File: config.mk
export PLATFORM = sky130hd
export DESIGN_NAME = imuldiv_muldiv_iter_responder
export DESIGN_NICKNAME = d
export VERILOG_FILES = /design/src/rtl/imuldiv_muldiv_iter_responder_pkg.sv /design/src/rtl/imuldiv_muldiv_iter_dpath.sv /design/src/rtl/imuldiv_muldiv_iter_responder.sv
export SDC_FILE = /design/constraint.sdc
export NUM_CORES = 1
export LEC_CHECK = 0
export BUFFER_PORTS_ARGS = -buffer_cell sky130_fd_sc_hd__buf_4
export CORE_MARGIN = 8
export CORE_UTILIZATION = 55
export DETAILED_ROUTE_END_ITERATION = 6
export GPL_TIMING_DRIVEN = 0
export PLACE_DENSITY = 0.76
export SYNTH_ARGS = -nofsm -noshare
export SYNTH_HDL_FRONTEND = slang
export SYNTH_SLANG_ARGS = --single-unit
File: constraint.sdc
create_clock -name clk -period 3.5 [get_ports clk]
set_input_delay 0.525 -clock clk [delete_from_list [all_inputs] [get_ports clk]]
set_output_delay 0.525 -clock clk [all_outputs]
set_load 0.005 [all_outputs]
File: src/rtl/imuldiv_muldiv_iter_responder_pkg.sv
// ---------------------------------------------------------------------------
// imuldiv_muldiv_iter_responder_pkg
//   Shared definitions for the iterative mul/div responder:
//   - function-code encodings carried in muldivreq_msg_fn
//   - request message field widths/positions (fn | a | b, 67 bits total)
//   - small helper for two's-complement magnitude
// ---------------------------------------------------------------------------
package imuldiv_muldiv_iter_responder_pkg;

    // Function code field
    localparam int FN_W = 3;
    localparam logic [FN_W-1:0] FN_MUL  = 3'd0;  // signed multiply, full product
    localparam logic [FN_W-1:0] FN_DIV  = 3'd1;  // signed divide / remainder
    localparam int FN_DIVU_VAL = 2;
    localparam logic [FN_W-1:0] FN_DIVU = 3'(FN_DIVU_VAL);  // unsigned divide / remainder

    // Request message layout: {fn, a, b}
    localparam int REQ_OP_W   = 32;
    localparam int REQ_MSG_W  = FN_W + 2 * REQ_OP_W;
    localparam int REQ_B_LSB  = 0;
    localparam int REQ_A_LSB  = REQ_OP_W;
    localparam int REQ_FN_LSB = 2 * REQ_OP_W;

    // Response message width: {rem, quot} or full product
    localparam int RESP_MSG_W = 2 * REQ_OP_W;

    // True when the function interprets its operands as signed values.
    function automatic logic fn_is_signed(input logic [FN_W-1:0] fn);
        return (fn == FN_MUL) || (fn == FN_DIV);
    endfunction

endpackage

File: src/rtl/imuldiv_muldiv_iter_dpath.sv
// ---------------------------------------------------------------------------
// imuldiv_muldiv_iter_dpath
//   Datapath for the iterative mul/div responder. Holds operand magnitudes and
//   signs, a shift-add multiply accumulator, a shift-subtract {rem,quot}
//   register, and the final result register with sign fix and divide-by-zero
//   override. Sequencing comes entirely from the control FSM.
//
// Ports
//   clk      in   clock
//   reset_n  in   asynchronous active-low reset
//   load     in   capture fn/a/b and initialise the iteration registers
//   step     in   perform one multiply and one divide iteration
//   fix      in   apply sign fix / overrides into the result register
//   fn       in   function code (see package)
//   a, b     in   operands
//   result   out  result register (2*NBITS)
// ---------------------------------------------------------------------------
module imuldiv_muldiv_iter_dpath
    import imuldiv_muldiv_iter_responder_pkg::*;
#(
    parameter int NBITS = 32
) (
    input  logic                 clk,
    input  logic                 reset_n,
    input  logic                 load,
    input  logic                 step,
    input  logic                 fix,
    input  logic [FN_W-1:0]      fn,
    input  logic [NBITS-1:0]     a,
    input  logic [NBITS-1:0]     b,
    output logic [2*NBITS-1:0]   result
);

    // Captured operation context
    logic [FN_W-1:0]    fn_reg;
    logic [NBITS-1:0]   a_raw_reg;     // raw dividend, returned on divide by zero
    logic [NBITS-1:0]   b_abs_reg;     // divisor magnitude
    logic               sign_a_reg;
    logic               sign_b_reg;
    logic               b_zero_reg;

    // Multiply: multiplicand shifts left, multiplier shifts right each step
    logic [2*NBITS-1:0] mcand_reg;
    logic [NBITS-1:0]   mplier_reg;
    logic [2*NBITS-1:0] acc_reg;

    // Divide: {rem, quot}. The shifted value is 2*NBITS+1 wide; the stored
    // remainder is always below |b| so its top bit never needs keeping.
    logic [2*NBITS-1:0] rq_reg;

    logic [2*NBITS-1:0] result_reg;

    // Load-time operand conditioning: unsigned ops use raw bits, signs forced 0
    logic               sign_a_in;
    logic               sign_b_in;
    logic [NBITS-1:0]   a_abs_in;
    logic [NBITS-1:0]   b_abs_in;

    assign sign_a_in = fn_is_signed(fn) & a[NBITS-1];
    assign sign_b_in = fn_is_signed(fn) & b[NBITS-1];
    assign a_abs_in  = sign_a_in ? (~a + 1'b1) : a;
    assign b_abs_in  = sign_b_in ? (~b + 1'b1) : b;

    // One multiply iteration
    logic [2*NBITS-1:0] acc_next;
    assign acc_next = acc_reg + (mplier_reg[0] ? mcand_reg : '0);

    // One restoring-divide iteration: shift, trial subtract, keep on no borrow
    logic [2*NBITS:0]   rq_shift;
    logic [NBITS:0]     diff;
    logic [2*NBITS-1:0] rq_next;

    assign rq_shift = {rq_reg, 1'b0};
    assign diff     = rq_shift[2*NBITS:NBITS] - {1'b0, b_abs_reg};
    assign rq_next  = diff[NBITS] ? rq_shift[2*NBITS-1:0]
                                  : {diff[NBITS-1:0], rq_shift[NBITS-1:1], 1'b1};

    // Final sign fix and result selection
    logic [NBITS-1:0]   quot;
    logic [NBITS-1:0]   rem;
    logic [NBITS-1:0]   quot_fix;
    logic [NBITS-1:0]   rem_fix;
    logic [2*NBITS-1:0] prod_fix;
    logic [2*NBITS-1:0] fixed_result;

    assign quot     = rq_reg[NBITS-1:0];
    assign rem      = rq_reg[2*NBITS-1:NBITS];
    assign quot_fix = (sign_a_reg ^ sign_b_reg) ? (~quot + 1'b1) : quot;
    assign rem_fix  = sign_a_reg ? (~rem + 1'b1) : rem;
    assign prod_fix = (sign_a_reg ^ sign_b_reg) ? (~acc_reg + 1'b1) : acc_reg;

    always_comb begin
        fixed_result = '0;
        case (fn_reg)
            FN_MUL:          fixed_result = prod_fix;
            FN_DIV, FN_DIVU: fixed_result = b_zero_reg ? {a_raw_reg, {NBITS{1'b1}}}
                                                       : {rem_fix, quot_fix};
            default:         fixed_result = '0;
        endcase
    end

    always_ff @(posedge clk or negedge reset_n) begin
        if (!reset_n) begin
            fn_reg     <= '0;
            a_raw_reg  <= '0;
            b_abs_reg  <= '0;
            sign_a_reg <= 1'b0;
            sign_b_reg <= 1'b0;
            b_zero_reg <= 1'b0;
            mcand_reg  <= '0;
            mplier_reg <= '0;
            acc_reg    <= '0;
            rq_reg     <= '0;
            result_reg <= '0;
        end else if (load) begin
            fn_reg     <= fn;
            a_raw_reg  <= a;
            b_abs_reg  <= b_abs_in;
            sign_a_reg <= sign_a_in;
            sign_b_reg <= sign_b_in;
            b_zero_reg <= (b == '0);
            mcand_reg  <= {{NBITS{1'b0}}, a_abs_in};
            mplier_reg <= b_abs_in;
            acc_reg    <= '0;
            rq_reg     <= {{NBITS{1'b0}}, a_abs_in};
        end else if (step) begin
            // Both algorithms advance every step; fix selects the relevant one.
            acc_reg    <= acc_next;
            mcand_reg  <= {mcand_reg[2*NBITS-2:0], 1'b0};
            mplier_reg <= {1'b0, mplier_reg[NBITS-1:1]};
            rq_reg     <= rq_next;
        end else if (fix) begin
            result_reg <= fixed_result;
        end
    end

    assign result = result_reg;

endmodule

File: src/rtl/imuldiv_muldiv_iter_responder.sv
// ---------------------------------------------------------------------------
// imuldiv_muldiv_iter_responder
//   Iterative integer mul/div responder on a val/rdy request/response pair.
//   One request in flight. Every operation takes NITERS iteration cycles plus
//   one sign-fix cycle, so the response is valid exactly NITERS+1 edges after
//   the accepting edge, regardless of operand values.
//
// Ports
//   clk                    in   clock
//   reset_n                in   asynchronous active-low reset
//   muldivreq_msg_fn       in   0=MUL, 1=DIV/REM, 2=DIVU/REMU, others -> 0
//   muldivreq_msg_a        in   operand A
//   muldivreq_msg_b        in   operand B
//   muldivreq_val          in   request valid
//   muldivreq_rdy          out  request ready (registered)
//   muldivresp_msg_result  out  MUL: product; DIV*: {rem, quot}
//   muldivresp_val         out  response valid (registered)
//   muldivresp_rdy         in   response ready
// ---------------------------------------------------------------------------
module imuldiv_muldiv_iter_responder
    import imuldiv_muldiv_iter_responder_pkg::*;
#(
    parameter int NBITS  = 32,
    parameter int NITERS = 32
) (
    input  logic                 clk,
    input  logic                 reset_n,
    input  logic [FN_W-1:0]      muldivreq_msg_fn,
    input  logic [NBITS-1:0]     muldivreq_msg_a,
    input  logic [NBITS-1:0]     muldivreq_msg_b,
    input  logic                 muldivreq_val,
    output logic                 muldivreq_rdy,
    output logic [2*NBITS-1:0]   muldivresp_msg_result,
    output logic                 muldivresp_val,
    input  logic                 muldivresp_rdy
);

    localparam int CNT_W = $clog2(NITERS + 1);
    // Counter value at which the iterations are finished and the fix applies
    localparam logic [CNT_W-1:0] CNT_FIX = CNT_W'(NITERS);

    typedef enum logic [1:0] {
        ST_IDLE = 2'd0,
        ST_CALC = 2'd1,
        ST_DONE = 2'd2
    } state_t;

    state_t           state_reg;
    logic [CNT_W-1:0] count_reg;
    logic             rdy_reg;
    logic             resp_val_reg;

    logic             req_fire;
    logic             calc_step;
    logic             calc_fix;

    // rdy_reg is only ever high in IDLE, so it alone qualifies acceptance.
    assign req_fire  = (state_reg == ST_IDLE) && rdy_reg && muldivreq_val;
    assign calc_step = (state_reg == ST_CALC) && (count_reg != CNT_FIX);
    assign calc_fix  = (state_reg == ST_CALC) && (count_reg == CNT_FIX);

    always_ff @(posedge clk or negedge reset_n) begin
        if (!reset_n) begin
            state_reg    <= ST_IDLE;
            count_reg    <= '0;
            rdy_reg      <= 1'b0;
            resp_val_reg <= 1'b0;
        end else begin
            case (state_reg)
                ST_IDLE: begin
                    // Ready comes up on the first edge after reset release.
                    rdy_reg <= !req_fire;
                    if (req_fire) begin
                        state_reg <= ST_CALC;
                        count_reg <= '0;
                    end
                end
                ST_CALC: begin
                    rdy_reg      <= 1'b0;
                    resp_val_reg <= 1'b0;
                    if (calc_fix) begin
                        state_reg    <= ST_DONE;
                        count_reg    <= '0;
                        resp_val_reg <= 1'b1;
                    end else begin
                        count_reg <= count_reg + 1'b1;
                    end
                end
                ST_DONE: begin
                    if (muldivresp_rdy) begin
                        state_reg    <= ST_IDLE;
                        resp_val_reg <= 1'b0;
                        rdy_reg      <= 1'b1;
                    end
                end
                default: begin
                    state_reg    <= ST_IDLE;
                    count_reg    <= '0;
                    rdy_reg      <= 1'b0;
                    resp_val_reg <= 1'b0;
                end
            endcase
        end
    end

    imuldiv_muldiv_iter_dpath #(
        .NBITS (NBITS)
    ) u_dpath (
        .clk     (clk),
        .reset_n (reset_n),
        .load    (req_fire),
        .step    (calc_step),
        .fix     (calc_fix),
        .fn      (muldivreq_msg_fn),
        .a       (muldivreq_msg_a),
        .b       (muldivreq_msg_b),
        .result  (muldivresp_msg_result)
    );

    assign muldivreq_rdy  = rdy_reg;
    assign muldivresp_val = resp_val_reg;

endmodule

==> reports/qor.txt, run 1 <==
status = finished with violations
r2r worst-path depth = 15
simple-gate portion of the synthesized area = 20.8%
Crit path max-delay family = compound AO/OA/AOI/OAI gates
leading cell types in the layout, fill and taps excluded = 475 x nand2_1, 367 x dfrtp_1, 243 x o21ai_0, 232 x a21oi_1, 224 x nor2_1
antenna violations before repair = 5
RePlAce Congestion = 1.04
post-synth top area cell = dfrtp_1
final core occ = 66.1%
max-cap violation count = 0
count of final setup violators = 8
Final Skew = 28.9 ps
DP HPWL = 76,200 µm
largest family of logic cells by synthesized area = compound AO/OA/AOI/OAI gates
failing checks = design-rule violations, negative setup slack
Clock Latency Late Sink = 600 ps
crit path to = u_dpath.acc_reg[59]
buffers plus inverters on the worst setup path = 3
worst hold start = muldivreq_msg_fn[0]
CTS tree = yes
Vias per Instance = 6.56
Post-synth EDFFs = 0
largest net degree at the start of global routing = 126
Tmin final = 3620 ps
Pre-antenna DRT Iters = 7
fmax = 277 MHz
die height = 229 µm
synthesized-area fraction occupied by adder cells = 5.25%
Final Max Slew Viols = 0
# DRC = 1
overall die width = 229 µm
routed length per instance = 25.7 µm
Cell Rows = 78
Total Routing Usage GR = 36.6%
worst path required time = 3960 ps
Worst setup startpoint = u_dpath.mplier_reg[0]
# IOs = 137
final WL = 101,000 µm
mux contribution to synthesized area = 1.55%
IO Port Bufs = 136
hold slack = 168 ps
worst-case vdd ir drop = 777 µV
syn_nets = 3,252
syn avg cell area = 8.15 µm²
Leak = 13.2 nW
Mapped Area = 25,100 µm²
H-tree Lvls = 2
CTS Root Cell = clkbuf_16
RR Endpoint = u_dpath.acc_reg[59]
post-synth cell types = 82
Vias = 25,700
clk buf depth = 3
Final Cell Area = 29,900 µm²
Worst Hold Class = primary input to register
Primary FF master, synth = dfrtp_1
CTS Sinks = 368
RSZ-0062 raised after global routing = yes
nets = 3,459
total gr overflow = 0
CP endpoint kind = register
worst reg2reg setup slack = -120 ps
synth-to-layout area growth = 19.2%
CTS buffer count = 44
crit-path cells = buf_8 > buf_2 > and2_1 > ha_4 > a21o_1 > a21o_1 > o21ai_1 > a21oi_2 > a21oi_2 > buf_4 > o2111ai_4 > nand3_4 > o31ai_4 > nor2_1 > or3_1
Yosys reg bits = 368
Worst-Margin Slew = 1040 ps
cell count after synthesis = 3,077
share of cells above drive strength 1 = 13.8%
top cell type's share of synthesized area = 36.7%
Worst EP arrival = 4070 ps
complex-gate fraction of the synthesized area = 22.1%
slowest CP cell = dfrtp_1
Slew HR = 30.5%
fin crit share = 103%
xor/xnor share of the synthesized area = 9.30%
clock-pin slew on the worst setup and hold paths = 60 ps
Startpoint Class = register
Tot Pwr = 31.6 mW
final worst-path setup slack = -116 ps
initial core utilization = 55.5%
final setup TNS = -566 ps
Placed Area = 26,900 µm²
DRT antenna net count = 0
Max stage delay on crit path = 400 ps
number of DRC markers in iteration 0 = 3,085
final hold violation count = 0
Core ar. = 45,200 µm²
Area contributors post-synth = dfrtp_1 37%, nand2_1 7.1%, xor2_1 5.3%
full die area = 52,700 µm²
Warnings, synthesis = 0
number of global-route vias before repair = 24,900
CP max FO = 6
sequential share of the synthesized area = 36.7%
FFs w/ async S/R, synth = 100%
first-pass GRT wire length = 150,000 µm
most common cell after layout, fill and taps aside = nand2_1
Stages on worst setup path = 15
critical path type = register to register
power per standard cell area = 1060 nW/µm²
R2R Path Start = u_dpath.mplier_reg[0]
synthesized netlist by cell type (4+ instances only):
master     count
a31o_2         8
buf_1          8
a41oi_1        7
a211o_1        5
a211oi_1      12
buf_2          4
xor2_1       151
and2_1        74
dfrtp_1      368
o221ai_1       4
o21bai_1      24
o41ai_1       17
inv_1         80
a21oi_1      252
a31oi_1       64
o211ai_1       5
nand2b_1      18
o22ai_1       15
and3_1        39
a22oi_1       39
a21o_1        52
o2111ai_1      5
nor2_1       227
nand3_1      122
or3_1         25
o21ai_1        5
or2_2          6
nor3_1        42
xnor2_1      115
clkbuf_1     174
nand2_1      477
o31ai_1       38
mux2i_1       35
a22o_1         4
a21boi_0       5
or4_1         15
a221o_1       23
ha_1         102
nor2b_1       10
o21a_1        11
o311ai_0       9
nor4_1        21
nand4_1       29
a32oi_1        7
o21ai_0      264
layout make-up:
type,instances,area [µm²]
Tap cell,600,751
Fill cell,3862,15300
Buffer,165,751
Timing Repair Buffer,189,1500
Sequential cell,368,9210
Clock buffer,60,1280
Clock inverter,20,304
Inverter,80,300
Antenna cell,2,5.00
Multi-Input combinational cell,2436,15800
report_power, final:
group / switching, mW / leakage, nW / internal, mW
sequential: 2.36 / 4.66 / 6.05
combinational: 11.0 / 7.80 / 7.09
clock: 1.99 / 0.770 / 3.09
worst min-delay path by stage:
| stage | endpoint | slack (ps) | depth (start not counted) |
|---|---|---|---|
| 2_1_floorplan | count_reg[0] | 230 | 0 |
| 3_3_place_gp | count_reg[5] | 470 | 1 |
| 3_5_place_dp | u_dpath.acc_reg[10] | 470 | 1 |
| 4_1_cts | u_dpath.fn_reg[0] | 160 | 3 |
| 5_1_grt | u_dpath.fn_reg[0] | 170 | 3 |
| 6_report | u_dpath.fn_reg[0] | 170 | 3 |
kinds of logic (layout without fill, tap and decap cells):
family	Yosys count	count (layout)
buf+inv	273	514
fa+ha+maj	104	104
xor+xnor	266	266
compound gates	897	897
simple gates	1131	1131
flops	368	368
other cells	0	2
mux	38	38
tightest hold or removal path: cells and delay by family:
family / cells / cell delay (ps)
buffers and inverters: 1 / 110
AND/OR/NAND/NOR: 2 / 100
per-stage QoR:
stage	instances	worst slack, ps
floorplan	3077	10.2
global placement	3813	-1590
detailed placement	3817	-1340
CTS	3906	-175
global route	3918	-141
finish	3920	-116
routing by layer:
metal	GRT usage (%)	vias to the layer above	wire length [µm]
li1	-	11300	-
met1	46.3	12500	38300
met4	24.3	6	7500
met3	7.61	378	10000
met5	0	-	37
met2	56.2	1494	45100
timing repair:
item,CTS,global route
pin swaps,30,36
setup buffers,26,21
endpoints found under the hold margin,46,0
endpoints found under the setup margin,256,108
hold buffers,1,0
gates cloned,0,1
gates resized for setup,126,131
Note: power is estimated with default switching activity, not from simulation.
==> run 2, diff against run 1 <==
--- a/config.mk
+++ b/config.mk
@@ -9,6 +9,7 @@
 export CORE_MARGIN = 8
 export CORE_UTILIZATION = 55
 export DETAILED_ROUTE_END_ITERATION = 6
+export GPL_ROUTABILITY_DRIVEN = 1
 export GPL_TIMING_DRIVEN = 0
 export PLACE_DENSITY = 0.76
 export SYNTH_ARGS = -nofsm -noshare
==> constraint.sdc (replaced) <==
create_clock -name clk -period 3.5 [get_ports clk]
set_input_delay 0.175 -clock clk [delete_from_list [all_inputs] [get_ports clk]]
set_output_delay 0.175 -clock clk [all_outputs]
set_load 0.005 [all_outputs]
==> reports/qor.txt, run 2 (synthesized netlist as in run 1, its figures left out) <==
r2r worst-path depth = 16 (+1)
worst-case vdd ir drop = 779 µV (+0.37%)
RSZ-0062 raised after global routing = yes
Tmin final = 3620 ps (+1.72 ps)
CTS buffer count = 44 (unchanged)
Slew HR = 29.8% (-0.69 points)
H-tree Lvls = 2 (unchanged)
buffers plus inverters on the worst setup path = 3 (unchanged)
Leak = 13.4 nW (+1.6%)
fmax = 276 MHz (about the same)
Clock Latency Late Sink = 600 ps (about the same)
R2R Path Start = u_dpath.mplier_reg[0]
Placed Area = 26,900 µm² (unchanged)
Max stage delay on crit path = 400 ps (about the same)
Final Max Slew Viols = 0 (unchanged)
status = finished with violations
internal power = 16.3 mW (+0.16%)
DRT antenna net count = 0 (unchanged)
initial core utilization = 55.5% (unchanged)
RePlAce Congestion = 1.04 (unchanged)
failing checks = negative setup slack
Clock Power Share = 16.1% (about the same)
final hold violation count = 0 (unchanged)
CTS tree = yes
# DRC = 0 (-1)
Worst setup startpoint = u_dpath.mplier_reg[0]
slowest CP cell = dfrtp_1
Switch Pwr = 15.4 mW (+0.23%)
synth-to-layout area growth = 21.5%
Worst Hold Class = primary input to register
Core ar. = 45,200 µm² (unchanged)
overall die width = 229 µm (unchanged)
routed length per instance = 25.7 µm (-0.21%)
register area = 9210 µm² (unchanged)
fillers = 3,795 (-1.7%)
crit path to = u_dpath.acc_reg[48]
Startpoint Class = register
Vias = 26,100 (+1.5%)
count of final setup violators = 10 (+2)
# IOs = 137 (unchanged)
power per standard cell area = 1040 nW/µm² (-1.7%)
leading cell types in the layout, fill and taps excluded = 474 x nand2_1, 367 x dfrtp_1, 243 x o21ai_0, 232 x a21oi_1, 224 x nor2_1
worst path required time = 4020 ps (+60 ps)
antenna violations before repair = 3 (-2)
max-cap violation count = 0 (unchanged)
Stages on worst setup path = 16 (+1)
Worst EP arrival = 4140 ps (+70 ps)
Total Routing Usage GR = 37.0% (+0.41 points)
Cell Rows = 78 (unchanged)
Crit path max-delay family = compound AO/OA/AOI/OAI gates
final worst-path setup slack = -118 ps (-1.72 ps)
clock-pin slew on the worst setup and hold paths = 60 ps (about the same)
die height = 229 µm (unchanged)
IO Port Bufs = 136 (unchanged)
final WL = 102,000 µm (+1.2%)
critical path type = register to register
Combinational Power Share = 57.3% (about the same)
DP HPWL = 76,200 µm (unchanged)
Pre-antenna DRT Iters = 6 (-1)
area occupied by multi-input gates = 15,800 µm² (unchanged)
full die area = 52,700 µm² (unchanged)
first-pass GRT wire length = 152,000 µm (+1.3%)
most common cell after layout, fill and taps aside = nand2_1
number of global-route vias before repair = 25,200 (+1.4%)
nets = 3,516 (+1.6%)
Final Skew = 28.8 ps (-0.141 ps)
Vias per Instance = 6.56 (about the same)
total gr overflow = 0 (unchanged)
fin crit share = 103% (about the same)
number of DRC markers in iteration 0 = 3,314 (+7.4%)
CP max FO = 6 (unchanged)
Seq pwr share = 26.7% (about the same)
sw frac = 48.6% (about the same)
crit-path cells = buf_8 > buf_6 > and2_4 > ha_4 > fa_2 > a41o_1 > a211oi_4 > o21a_1 > nand2_4 > a31oi_4 > buf_4 > o21bai_2 > a21oi_2 > o21bai_1 > xor2_1 > a22o_1
CTS Root Cell = clkbuf_16
share of cells above drive strength 1 = 13.5% (-0.26 points)
pre-CTS setup slack = -1340 ps (unchanged)
CTS Sinks = 368 (unchanged)
CP endpoint kind = register
largest net degree at the start of global routing = 126 (unchanged)
Final Cell Area = 30,500 µm² (+1.9%)
RR Endpoint = u_dpath.acc_reg[48]
Worst-Margin Slew = 1050 ps (+10.3 ps)
clk buf depth = 3 (unchanged)
worst reg2reg setup slack = -120 ps (about the same)
run 2: worst register-to-register path: stages, from the launching register on:
cell and delay, ps:
dfrtp_1 400, buf_8 150, buf_6 120, and2_4 150, ha_4 160, fa_2 350, a41o_1 230, a211oi_4 330
o21a_1 240, nand2_4 90, a31oi_4 300, buf_4 170, o21bai_2 80, a21oi_2 190, o21bai_1 100, xor2_1 300
a22o_1 180
run 2: per-stage QoR:
stage | TNS, ps | power [mW] | cells | util (%) | hold slack, ps
4_1_cts | -418 | 30.0 | 3966 | 66.0 | 1.68
3_5_place_dp | -123660 | 24.1 | 3817 | 59.6 | 123
3_3_place_gp | -556360 | 23.7 | 3813 | 59.4 | 414
5_1_grt | -1380 | 33.2 | 3976 | 67.4 | 23.3
2_1_floorplan | 0 | 18.5 | 3077 | - | -121
6_report | -479 | 31.6 | 3977 | 67.4 | 21.8
run 2: routing by layer:
metal,global-route usage [%],vias up,wire (µm)
met3,7.61,409,10000
li1,-,11500,-
met2,57.0,1553,45600
met4,24.8,2,7740
met5,0,-,13
met1,46.6,12700,38700
run 2: worst min path at each step:
stage                                   start  depth (start not counted)  slack (ps)                      to
after floorplan                       reset_n                          0        -120            count_reg[0]
after global placement    muldivreq_msg_fn[0]                          3         410       u_dpath.fn_reg[0]
after detailed placement              reset_n                          1         120     u_dpath.acc_reg[10]
after CTS                 muldivreq_msg_b[12]                          3           2  u_dpath.mplier_reg[12]
after global routing      muldivreq_msg_b[29]                          4          20   u_dpath.b_abs_reg[29]
final                      muldivreq_msg_b[6]                          3          20    u_dpath.b_abs_reg[6]
run 2: timing repair:
action                                  4_1_cts  5_1_grt
pin swaps                                    30       35
buffers inserted                             26       18
endpoints found under the hold margin       237        0
gates cloned                                  0        1
gates resized for setup                     126      131
hold buffers                                 61        0
endpoints found under the setup margin      256      106
run 2: final cells by class:
cell class	count	area share (%)
multi-input cells	2436	51.8
inverters	80	0.986
clock buffers	60	4.22
well taps	600	2.47
repair buffers	246	6.80
flip-flops and latches	368	30.2
clock inverters	20	0.998
diodes	2	0.0164
plain buffers	165	2.46
run 2: power by group through the flow:
stage	registers, mW	clock network [mW]	logic (mW)
2_1_floorplan	7.38	0	11.1
3_3_place_gp	8.15	0	15.5
3_5_place_dp	8.23	0	15.9
4_1_cts	8.18	5.10	16.8
5_1_grt	8.53	5.25	19.4
6_report	8.43	5.08	18.1
